File: config.mk
export PLATFORM = sky130hd
export DESIGN_NAME = mem_lsu
export DESIGN_NICKNAME = d
export VERILOG_FILES = /design/src/rtl/mem_lsu_pkg.sv /design/src/rtl/mem_lsu_lane.sv /design/src/rtl/mem_lsu.sv
export SDC_FILE = /design/constraint.sdc
export NUM_CORES = 1
export LEC_CHECK = 0
export ABC_AREA = 0
export CAP_MARGIN = 20
export CORE_UTILIZATION = 35
export DETAILED_ROUTE_END_ITERATION = 7
export PLACE_DENSITY_LB_ADDON = 0.3
export RECOVER_POWER = 50
export SYNTH_ARGS = -nofsm -noshare
export SYNTH_HDL_FRONTEND = slang
export SYNTH_SLANG_ARGS = --single-unit
File: constraint.sdc
create_clock -name clk -period 3 [get_ports clk]
set_clock_uncertainty 0.2 [all_clocks]
set_input_delay 0.6 -clock clk [delete_from_list [all_inputs] [get_ports clk]]
set_output_delay 0.6 -clock clk [all_outputs]
set_load 0.03 [all_outputs]
File: src/rtl/mem_lsu_pkg.sv
// Shared opcodes, bus constants and FSM encoding for the MEM-stage load/store unit.
package mem_lsu_pkg;

  localparam int unsigned AluOpW   = 8;
  localparam int unsigned RegW     = 32;
  localparam int unsigned RegAddrW = 5;

  localparam logic [AluOpW-1:0] ExeLbOp  = 8'b1110_0000;
  localparam logic [AluOpW-1:0] ExeLbuOp = 8'b1110_0100;
  localparam logic [AluOpW-1:0] ExeLhOp  = 8'b1110_0001;
  localparam logic [AluOpW-1:0] ExeLhuOp = 8'b1110_0101;
  localparam logic [AluOpW-1:0] ExeLwOp  = 8'b1110_0011;
  localparam logic [AluOpW-1:0] ExeSbOp  = 8'b1110_1000;
  localparam logic [AluOpW-1:0] ExeShOp  = 8'b1110_1001;
  localparam logic [AluOpW-1:0] ExeSwOp  = 8'b1110_1011;

  localparam logic [RegW-1:0]     ZeroWord     = '0;
  localparam logic [RegAddrW-1:0] NopRegAddr   = '0;
  localparam logic                WriteDisable = 1'b0;

  typedef enum logic [1:0] {
    LsuIdle = 2'd0,
    LsuBus  = 2'd1,
    LsuDone = 2'd2
  } lsu_state_e;

endpackage

File: src/rtl/mem_lsu_lane.sv
// Big-endian lane logic: byte enables, store replication, load extraction and extension.
module mem_lsu_lane
  import mem_lsu_pkg::*;
(
  input  logic [AluOpW-1:0] aluop,
  input  logic [1:0]        addr_lo,
  input  logic [RegW-1:0]   store_src,
  input  logic [RegW-1:0]   load_src,
  output logic              is_mem,
  output logic              is_load,
  output logic              misaligned,
  output logic [3:0]        sel,
  output logic [RegW-1:0]   store_data,
  output logic [RegW-1:0]   load_data
);

  logic [7:0]  byte_lane;
  logic [3:0]  byte_sel;
  logic [15:0] half_lane;
  logic [3:0]  half_sel;

  // Address 0 is the most significant byte of the bus word.
  always_comb begin
    byte_lane = '0;
    byte_sel  = '0;
    unique case (addr_lo)
      2'b00: begin byte_lane = load_src[31:24]; byte_sel = 4'b1000; end
      2'b01: begin byte_lane = load_src[23:16]; byte_sel = 4'b0100; end
      2'b10: begin byte_lane = load_src[15:8];  byte_sel = 4'b0010; end
      2'b11: begin byte_lane = load_src[7:0];   byte_sel = 4'b0001; end
    endcase
  end

  assign half_lane = addr_lo[1] ? load_src[15:0] : load_src[31:16];
  assign half_sel  = addr_lo[1] ? 4'b0011 : 4'b1100;

  always_comb begin
    is_mem     = 1'b0;
    is_load    = 1'b0;
    misaligned = 1'b0;
    sel        = '0;
    store_data = '0;
    load_data  = '0;
    case (aluop)
      ExeLbOp: begin
        is_mem    = 1'b1;
        is_load   = 1'b1;
        sel       = byte_sel;
        load_data = {{24{byte_lane[7]}}, byte_lane};
      end
      ExeLbuOp: begin
        is_mem    = 1'b1;
        is_load   = 1'b1;
        sel       = byte_sel;
        load_data = {24'b0, byte_lane};
      end
      ExeLhOp: begin
        is_mem     = 1'b1;
        is_load    = 1'b1;
        misaligned = addr_lo[0];
        sel        = half_sel;
        load_data  = {{16{half_lane[15]}}, half_lane};
      end
      ExeLhuOp: begin
        is_mem     = 1'b1;
        is_load    = 1'b1;
        misaligned = addr_lo[0];
        sel        = half_sel;
        load_data  = {16'b0, half_lane};
      end
      ExeLwOp: begin
        is_mem     = 1'b1;
        is_load    = 1'b1;
        misaligned = |addr_lo;
        sel        = 4'b1111;
        load_data  = load_src;
      end
      ExeSbOp: begin
        is_mem     = 1'b1;
        sel        = byte_sel;
        store_data = {4{store_src[7:0]}};
      end
      ExeShOp: begin
        is_mem     = 1'b1;
        misaligned = addr_lo[0];
        sel        = half_sel;
        store_data = {2{store_src[15:0]}};
      end
      ExeSwOp: begin
        is_mem     = 1'b1;
        misaligned = |addr_lo;
        sel        = 4'b1111;
        store_data = store_src;
      end
      default: ;
    endcase
  end

endmodule

File: src/rtl/mem_lsu.sv
// MEM-stage load/store unit: stalls the pipeline around a req/ack data-RAM transaction.
// Optional MEM_TIMEOUT_EN aborts a bus cycle after TIMEOUT cycles without ack.
module mem_lsu
  import mem_lsu_pkg::*;
#(
  parameter int unsigned TIMEOUT = 16
) (
  input  logic                clk,
  input  logic                rst,
  input  logic [RegW-1:0]     wdata_i,
  input  logic [RegAddrW-1:0] waddr_i,
  input  logic                we_i,
  input  logic [AluOpW-1:0]   aluop_i,
  input  logic [RegW-1:0]     mem_addr_i,
  input  logic [RegW-1:0]     reg2_i,
  input  logic [RegW-1:0]     ram_data_i,
  input  logic                ram_ack_i,
  output logic [RegW-1:0]     ram_addr_o,
  output logic [RegW-1:0]     ram_data_o,
  output logic [3:0]          ram_sel_o,
  output logic                ram_we_o,
  output logic                ram_ce_o,
  output logic [RegW-1:0]     wb_wdata_o,
  output logic [RegAddrW-1:0] wb_waddr_o,
  output logic                wb_we_o,
  output logic                stallreq_o,
  output logic                misalign_o,
  output logic                bus_err_o
);

  lsu_state_e state_q, state_d;

  logic [RegW-1:0] ram_addr_q, ram_addr_d;
  logic [RegW-1:0] ram_data_q, ram_data_d;
  logic [3:0]      ram_sel_q, ram_sel_d;
  logic            ram_we_q, ram_we_d;
  logic            ram_ce_q, ram_ce_d;
  logic [RegW-1:0] rdata_q, rdata_d;

  logic            lane_is_mem;
  logic            lane_is_load;
  logic            lane_misaligned;
  logic [3:0]      lane_sel;
  logic [RegW-1:0] lane_store;
  logic [RegW-1:0] lane_load;

  logic            timeout_hit;
  logic            bus_fail;

  mem_lsu_lane u_lane (
    .aluop      (aluop_i),
    .addr_lo    (mem_addr_i[1:0]),
    .store_src  (reg2_i),
    .load_src   (rdata_q),
    .is_mem     (lane_is_mem),
    .is_load    (lane_is_load),
    .misaligned (lane_misaligned),
    .sel        (lane_sel),
    .store_data (lane_store),
    .load_data  (lane_load)
  );

`ifdef MEM_TIMEOUT_EN
  localparam int unsigned CntW = $clog2(TIMEOUT + 1);

  logic [CntW-1:0] cnt_q;
  logic            bus_err_q;

  assign timeout_hit = (state_q == LsuBus) && !ram_ack_i && (cnt_q == CntW'(TIMEOUT - 1));

  // DONE always lasts one cycle, so the error flag doubles as the one-cycle pulse.
  always_ff @(posedge clk) begin
    if (rst) begin
      cnt_q     <= '0;
      bus_err_q <= 1'b0;
    end else begin
      cnt_q     <= (state_q == LsuBus) ? cnt_q + CntW'(1) : '0;
      bus_err_q <= timeout_hit;
    end
  end

  assign bus_fail  = bus_err_q;
  assign bus_err_o = bus_err_q;
`else
  logic [31:0] unused_timeout;
  assign unused_timeout = TIMEOUT;
  assign timeout_hit    = 1'b0;
  assign bus_fail       = 1'b0;
  assign bus_err_o      = 1'b0;
`endif

  always_comb begin
    state_d    = state_q;
    ram_addr_d = ram_addr_q;
    ram_data_d = ram_data_q;
    ram_sel_d  = ram_sel_q;
    ram_we_d   = ram_we_q;
    ram_ce_d   = ram_ce_q;
    rdata_d    = rdata_q;
    wb_we_o    = WriteDisable;
    wb_waddr_o = waddr_i;
    wb_wdata_o = wdata_i;
    stallreq_o = 1'b0;
    misalign_o = 1'b0;

    unique case (state_q)
      LsuIdle: begin
        if (!lane_is_mem) begin
          wb_we_o = we_i;
        end else if (lane_misaligned) begin
          misalign_o = 1'b1;
        end else begin
          stallreq_o = 1'b1;
          ram_addr_d = {mem_addr_i[RegW-1:2], 2'b00};
          ram_sel_d  = lane_sel;
          ram_data_d = lane_store;
          ram_we_d   = !lane_is_load;
          ram_ce_d   = 1'b1;
          state_d    = LsuBus;
        end
      end
      LsuBus: begin
        stallreq_o = 1'b1;
        if (ram_ack_i) begin
          rdata_d  = ram_data_i;
          ram_ce_d = 1'b0;
          ram_we_d = 1'b0;
          state_d  = LsuDone;
        end else if (timeout_hit) begin
          rdata_d  = ZeroWord;
          ram_ce_d = 1'b0;
          ram_we_d = 1'b0;
          state_d  = LsuDone;
        end
      end
      LsuDone: begin
        if (lane_is_load && !bus_fail) begin
          wb_we_o    = we_i;
          wb_wdata_o = lane_load;
        end
        state_d = LsuIdle;
      end
      default: state_d = LsuIdle;
    endcase

    if (rst) begin
      wb_we_o    = WriteDisable;
      wb_waddr_o = NopRegAddr;
      wb_wdata_o = ZeroWord;
      stallreq_o = 1'b0;
      misalign_o = 1'b0;
    end
  end

  always_ff @(posedge clk) begin
    if (rst) begin
      state_q    <= LsuIdle;
      ram_addr_q <= ZeroWord;
      ram_data_q <= ZeroWord;
      ram_sel_q  <= '0;
      ram_we_q   <= 1'b0;
      ram_ce_q   <= 1'b0;
      rdata_q    <= ZeroWord;
    end else begin
      state_q    <= state_d;
      ram_addr_q <= ram_addr_d;
      ram_data_q <= ram_data_d;
      ram_sel_q  <= ram_sel_d;
      ram_we_q   <= ram_we_d;
      ram_ce_q   <= ram_ce_d;
      rdata_q    <= rdata_d;
    end
  end

  assign ram_addr_o = ram_addr_q;
  assign ram_data_o = ram_data_q;
  assign ram_sel_o  = ram_sel_q;
  assign ram_we_o   = ram_we_q;
  assign ram_ce_o   = ram_ce_q;

endmodule

==> impl_metrics.env <==
export IMPL_status="finished clean"
export IMPL_rsz0062_at_grt="yes"
export IMPL_dp_cells=1147
export IMPL_netlist_instances=697
export IMPL_vias=6385
export IMPL_core_area_mm2=0.0153
export IMPL_slew_headroom_pct=10.1
export IMPL_fill_cells=1263
export IMPL_ctsHoldBuffers=0
export IMPL_layoutNonFillerInstCount=1186
export IMPL_drive_gt1_share_pct=23.1
export IMPL_die_height_um=127
export IMPL_dr_pass1_iters=7
export IMPL_finalCriticalPeriod_ns=2.99
export IMPL_antenna_found_initial=1
export IMPL_grt_max_degree=57
export IMPL_p_sw_mw=0.906
export IMPL_mappedNetlistArea_mm2=0.00549
export IMPL_ioPinCount=256
export IMPL_synth_top_area_share_pct=37.2
export IMPL_place_gp_congestion=0.907
export IMPL_grt_pass1_vias=6074
export IMPL_postRouteAntennaNets=0
export IMPL_synth_distinct_cells=51
export IMPL_htree_num_levels=3
export IMPL_critPathMaxStageDelay_ns=0.32
export IMPL_path_clk_slew_ns=0.07
export IMPL_startpoint_type="input pin"
export IMPL_drc_errors=0
export IMPL_pwr_share_comb_pct=21.2
export IMPL_maxCapViolCount=0
export IMPL_synthArstFlopShare_pct=0
export IMPL_hold_viol=0
export IMPL_setup_viol=0
export IMPL_yosys_top_cells_count="dfxtp_1 (102), a21oi_1 (101), nand2_1 (91)"
export IMPL_p_per_area_mw_per_mm2=330
export IMPL_endpoint="wb_wdata_o[26]"
export IMPL_synth_seq_cells=102
export IMPL_tightestPinTransition_ns=1.35
export IMPL_synth_ff_type="dfxtp_1"
export IMPL_clk_latency_ns=0.35
export IMPL_numPortBuffers=252
export IMPL_totalWireLength_um=20900
export IMPL_worstPathCellList="buf_6, nand4b_4, buf_6, nor4b_4, buf_4, buf_12, nand2_1, a311oi_4, buf_6"
export IMPL_fmax_mhz=335
export IMPL_crit_arrival_ns=2.19
export IMPL_avgSynthCellArea_um2=7.87
export IMPL_internal_power_mw=2.29
export IMPL_core_rowCount=45
export IMPL_die_area_mm2=0.0162
export IMPL_synth_top_cell_by_area="dfxtp_1"
export IMPL_start_util_pct=36.0
export IMPL_crit_path_start="aluop_i[4]"
export IMPL_leakage_nw=3.47
export IMPL_routedWlPerCell_um=17.6
export IMPL_netlist_top_cells_area="dfxtp_1 (37%), a21oi_1 (9.2%), nand2_1 (6.2%), o21ai_0 (5.1%), clkbuf_1 (3.7%)"
export IMPL_r2r_slack_ns=0.69
export IMPL_numClockSinks=102
export IMPL_synth_enable_flop_cells=0
export IMPL_sw_frac_of_total_pct=28.4
export IMPL_crit_type="input pin to primary output"
export IMPL_hp_class="flop to flop"
export IMPL_pwr_share_clk_pct=36.0
export IMPL_r2r_end="rdata_q[24]"
export IMPL_power_mw=3.19
export IMPL_crit_required_ns=2.20
export IMPL_ys_seq_area_share_pct=37.2
export IMPL_fin_crit_sh_pct=99.5
export IMPL_yosys_warnings=0
export IMPL_r2r_worst_path_cells=5
export IMPL_viasPerCell=5.38
export IMPL_yosysMostFrequentCell="dfxtp_1"
export IMPL_grt_pass1_wl_um=32400
export IMPL_clockRootBuffer="clkbuf_16"
export IMPL_grtUsageTotal_pct=25.4
export IMPL_slew_viol_final=0
export IMPL_cp_slowest_cell="a311oi_4"
export IMPL_cts_tree="done"
export IMPL_numCtsBuffers=9
export IMPL_syn_to_final_growth_pct=76.5
export IMPL_nets=1114
export IMPL_die_w_um=127
export IMPL_crit_path_end_kind="primary output"
export IMPL_critPathMostFrequentCell="buf_6"
export IMPL_hpwlAfterDp_um=14600
export IMPL_r2r_start="state_q[1]"
export IMPL_clk_path_buf_depth=2
export IMPL_vdd_drop_max_mv=0.307
export IMPL_power_frac_seq_pct=42.8
export IMPL_final_util_pct=63.5
export IMPL_initialDrtViolationCount=465
export IMPL_gr_total_overflow=0
export IMPL_path_max_fanout=8
==> cells in the final DEF, fill, tap and decap left out, types with 4 or more instances in the layout <==
cell / Yosys / routed
a211oi_1: 21 / 5
a211oi_4: 0 / 16
a21o_1: 9 / 9
a21oi_1: 101 / 101
a222oi_1: 7 / 7
a22o_1: 8 / 8
a311oi_2: 0 / 6
a311oi_4: 0 / 10
a31oi_1: 4 / 4
buf_12: 0 / 11
buf_2: 19 / 7
buf_4: 6 / 69
buf_6: 0 / 44
clkbuf_16: 0 / 10
clkdlybuf4s50_1: 0 / 145
dfxtp_1: 102 / 101
dlygate4sd3_1: 0 / 61
inv_1: 4 / 4
mux2i_1: 9 / 8
mux4_2: 8 / 8
nand2_1: 91 / 82
nand2_2: 0 / 8
nand2b_1: 13 / 12
nand3_1: 30 / 30
nand4_1: 24 / 24
nor2_1: 38 / 34
nor2b_1: 16 / 16
o211ai_1: 8 / 8
o21ai_0: 56 / 56
o2bb2ai_1: 8 / 8
o32ai_1: 8 / 8
==> critical path: cells and delay by family <==
kind	cells	cell delay (ns)
buf+inv	5	0.73
simple gates	3	0.53
compound gates	1	0.32
==> area by class of cell <==
cell class | instances | area, um^2 | area share, %
multi-input combinational | 511 | 3680 | 38.0
clock buffer | 9 | 225 | 2.32
antenna | 1 | 2.50 | 0.0258
tap | 211 | 264 | 2.73
sequential | 102 | 2040 | 21.1
inverter | 4 | 15.0 | 0.155
clock inverter | 7 | 67.6 | 0.697
timing repair buffer | 341 | 3390 | 35.0
==> stage by stage <==
step / cell area, um^2 / TNS, ns / hold slack (ns) / setup WS, ns
floorplan: 5970 / -0.0837 / 0.246 / -0.0144
global placement: 8950 / -18.81 / 0.256 / -0.430
detailed placement: 8950 / -19.45 / 0.264 / -0.445
CTS: 9580 / 0 / 0.274 / 0.00217
global route: 9680 / -0.341 / 0.288 / -0.0572
finish: 9690 / 0 / 0.270 / 0.0144
==> worst min path at each step <==
stage | start | to | slack (ns) | cells after the start
floorplan | rdata_q[0] | rdata_q[0] | 0.25 | 2
finish | ram_data_o[4] | ram_data_o[4] | 0.27 | 2
global route | ram_data_o[3] | ram_data_o[3] | 0.29 | 2
CTS | ram_data_o[5] | ram_data_o[5] | 0.27 | 2
global placement | ram_data_o[7] | ram_data_o[7] | 0.26 | 2
detailed placement | ram_data_o[5] | ram_data_o[5] | 0.26 | 2
==> layer usage <==
metal | vias up | wire [um] | GRT usage, %
li1 | 3088 | - | -
met1 | 2982 | 8570 | 31.9
met2 | 276 | 9800 | 41.2
met3 | 39 | 1870 | 6.53
met4 | 0 | 660 | 11.5
met5 | - | 0 | 0
==> sequential cells by signal, indices dropped and copies added (netlist names) <==
register	count
ram_we_o	1
state_q	2
ram_ce_o	1
ram_sel_o	4
rdata_q	32
ram_data_o	32
ram_addr_o	30
==> timing repair <==
action,CTS,global route
gates resized for setup,91,33
gates cloned,2,1
pin swaps,20,19
endpoints found under the setup margin,35,32
setup buffers,16,5
==> power groups by stage <==
stage / Clock (mW) / Combinational [mW] / Sequential (mW)
floorplan: 0 / 0.300 / 1.41
global placement: 0 / 0.644 / 1.40
detailed placement: 0 / 0.648 / 1.40
CTS: 1.18 / 0.668 / 1.37
global route: 1.25 / 0.717 / 1.37
finish: 1.15 / 0.677 / 1.37
==> logic make-up (layout without fill, tap and decap cells) <==
family | count (synthesis) | in the layout | share of synthesized area, %
buf+inv | 86 | 361 | 6.73
compound gates | 262 | 262 | 30.6
mux | 17 | 17 | 4.92
flops | 102 | 102 | 37.2
simple gates | 229 | 229 | 20.5
other cells | 1 | 4 | 0.0683
(Power assumes the default switching activity.)
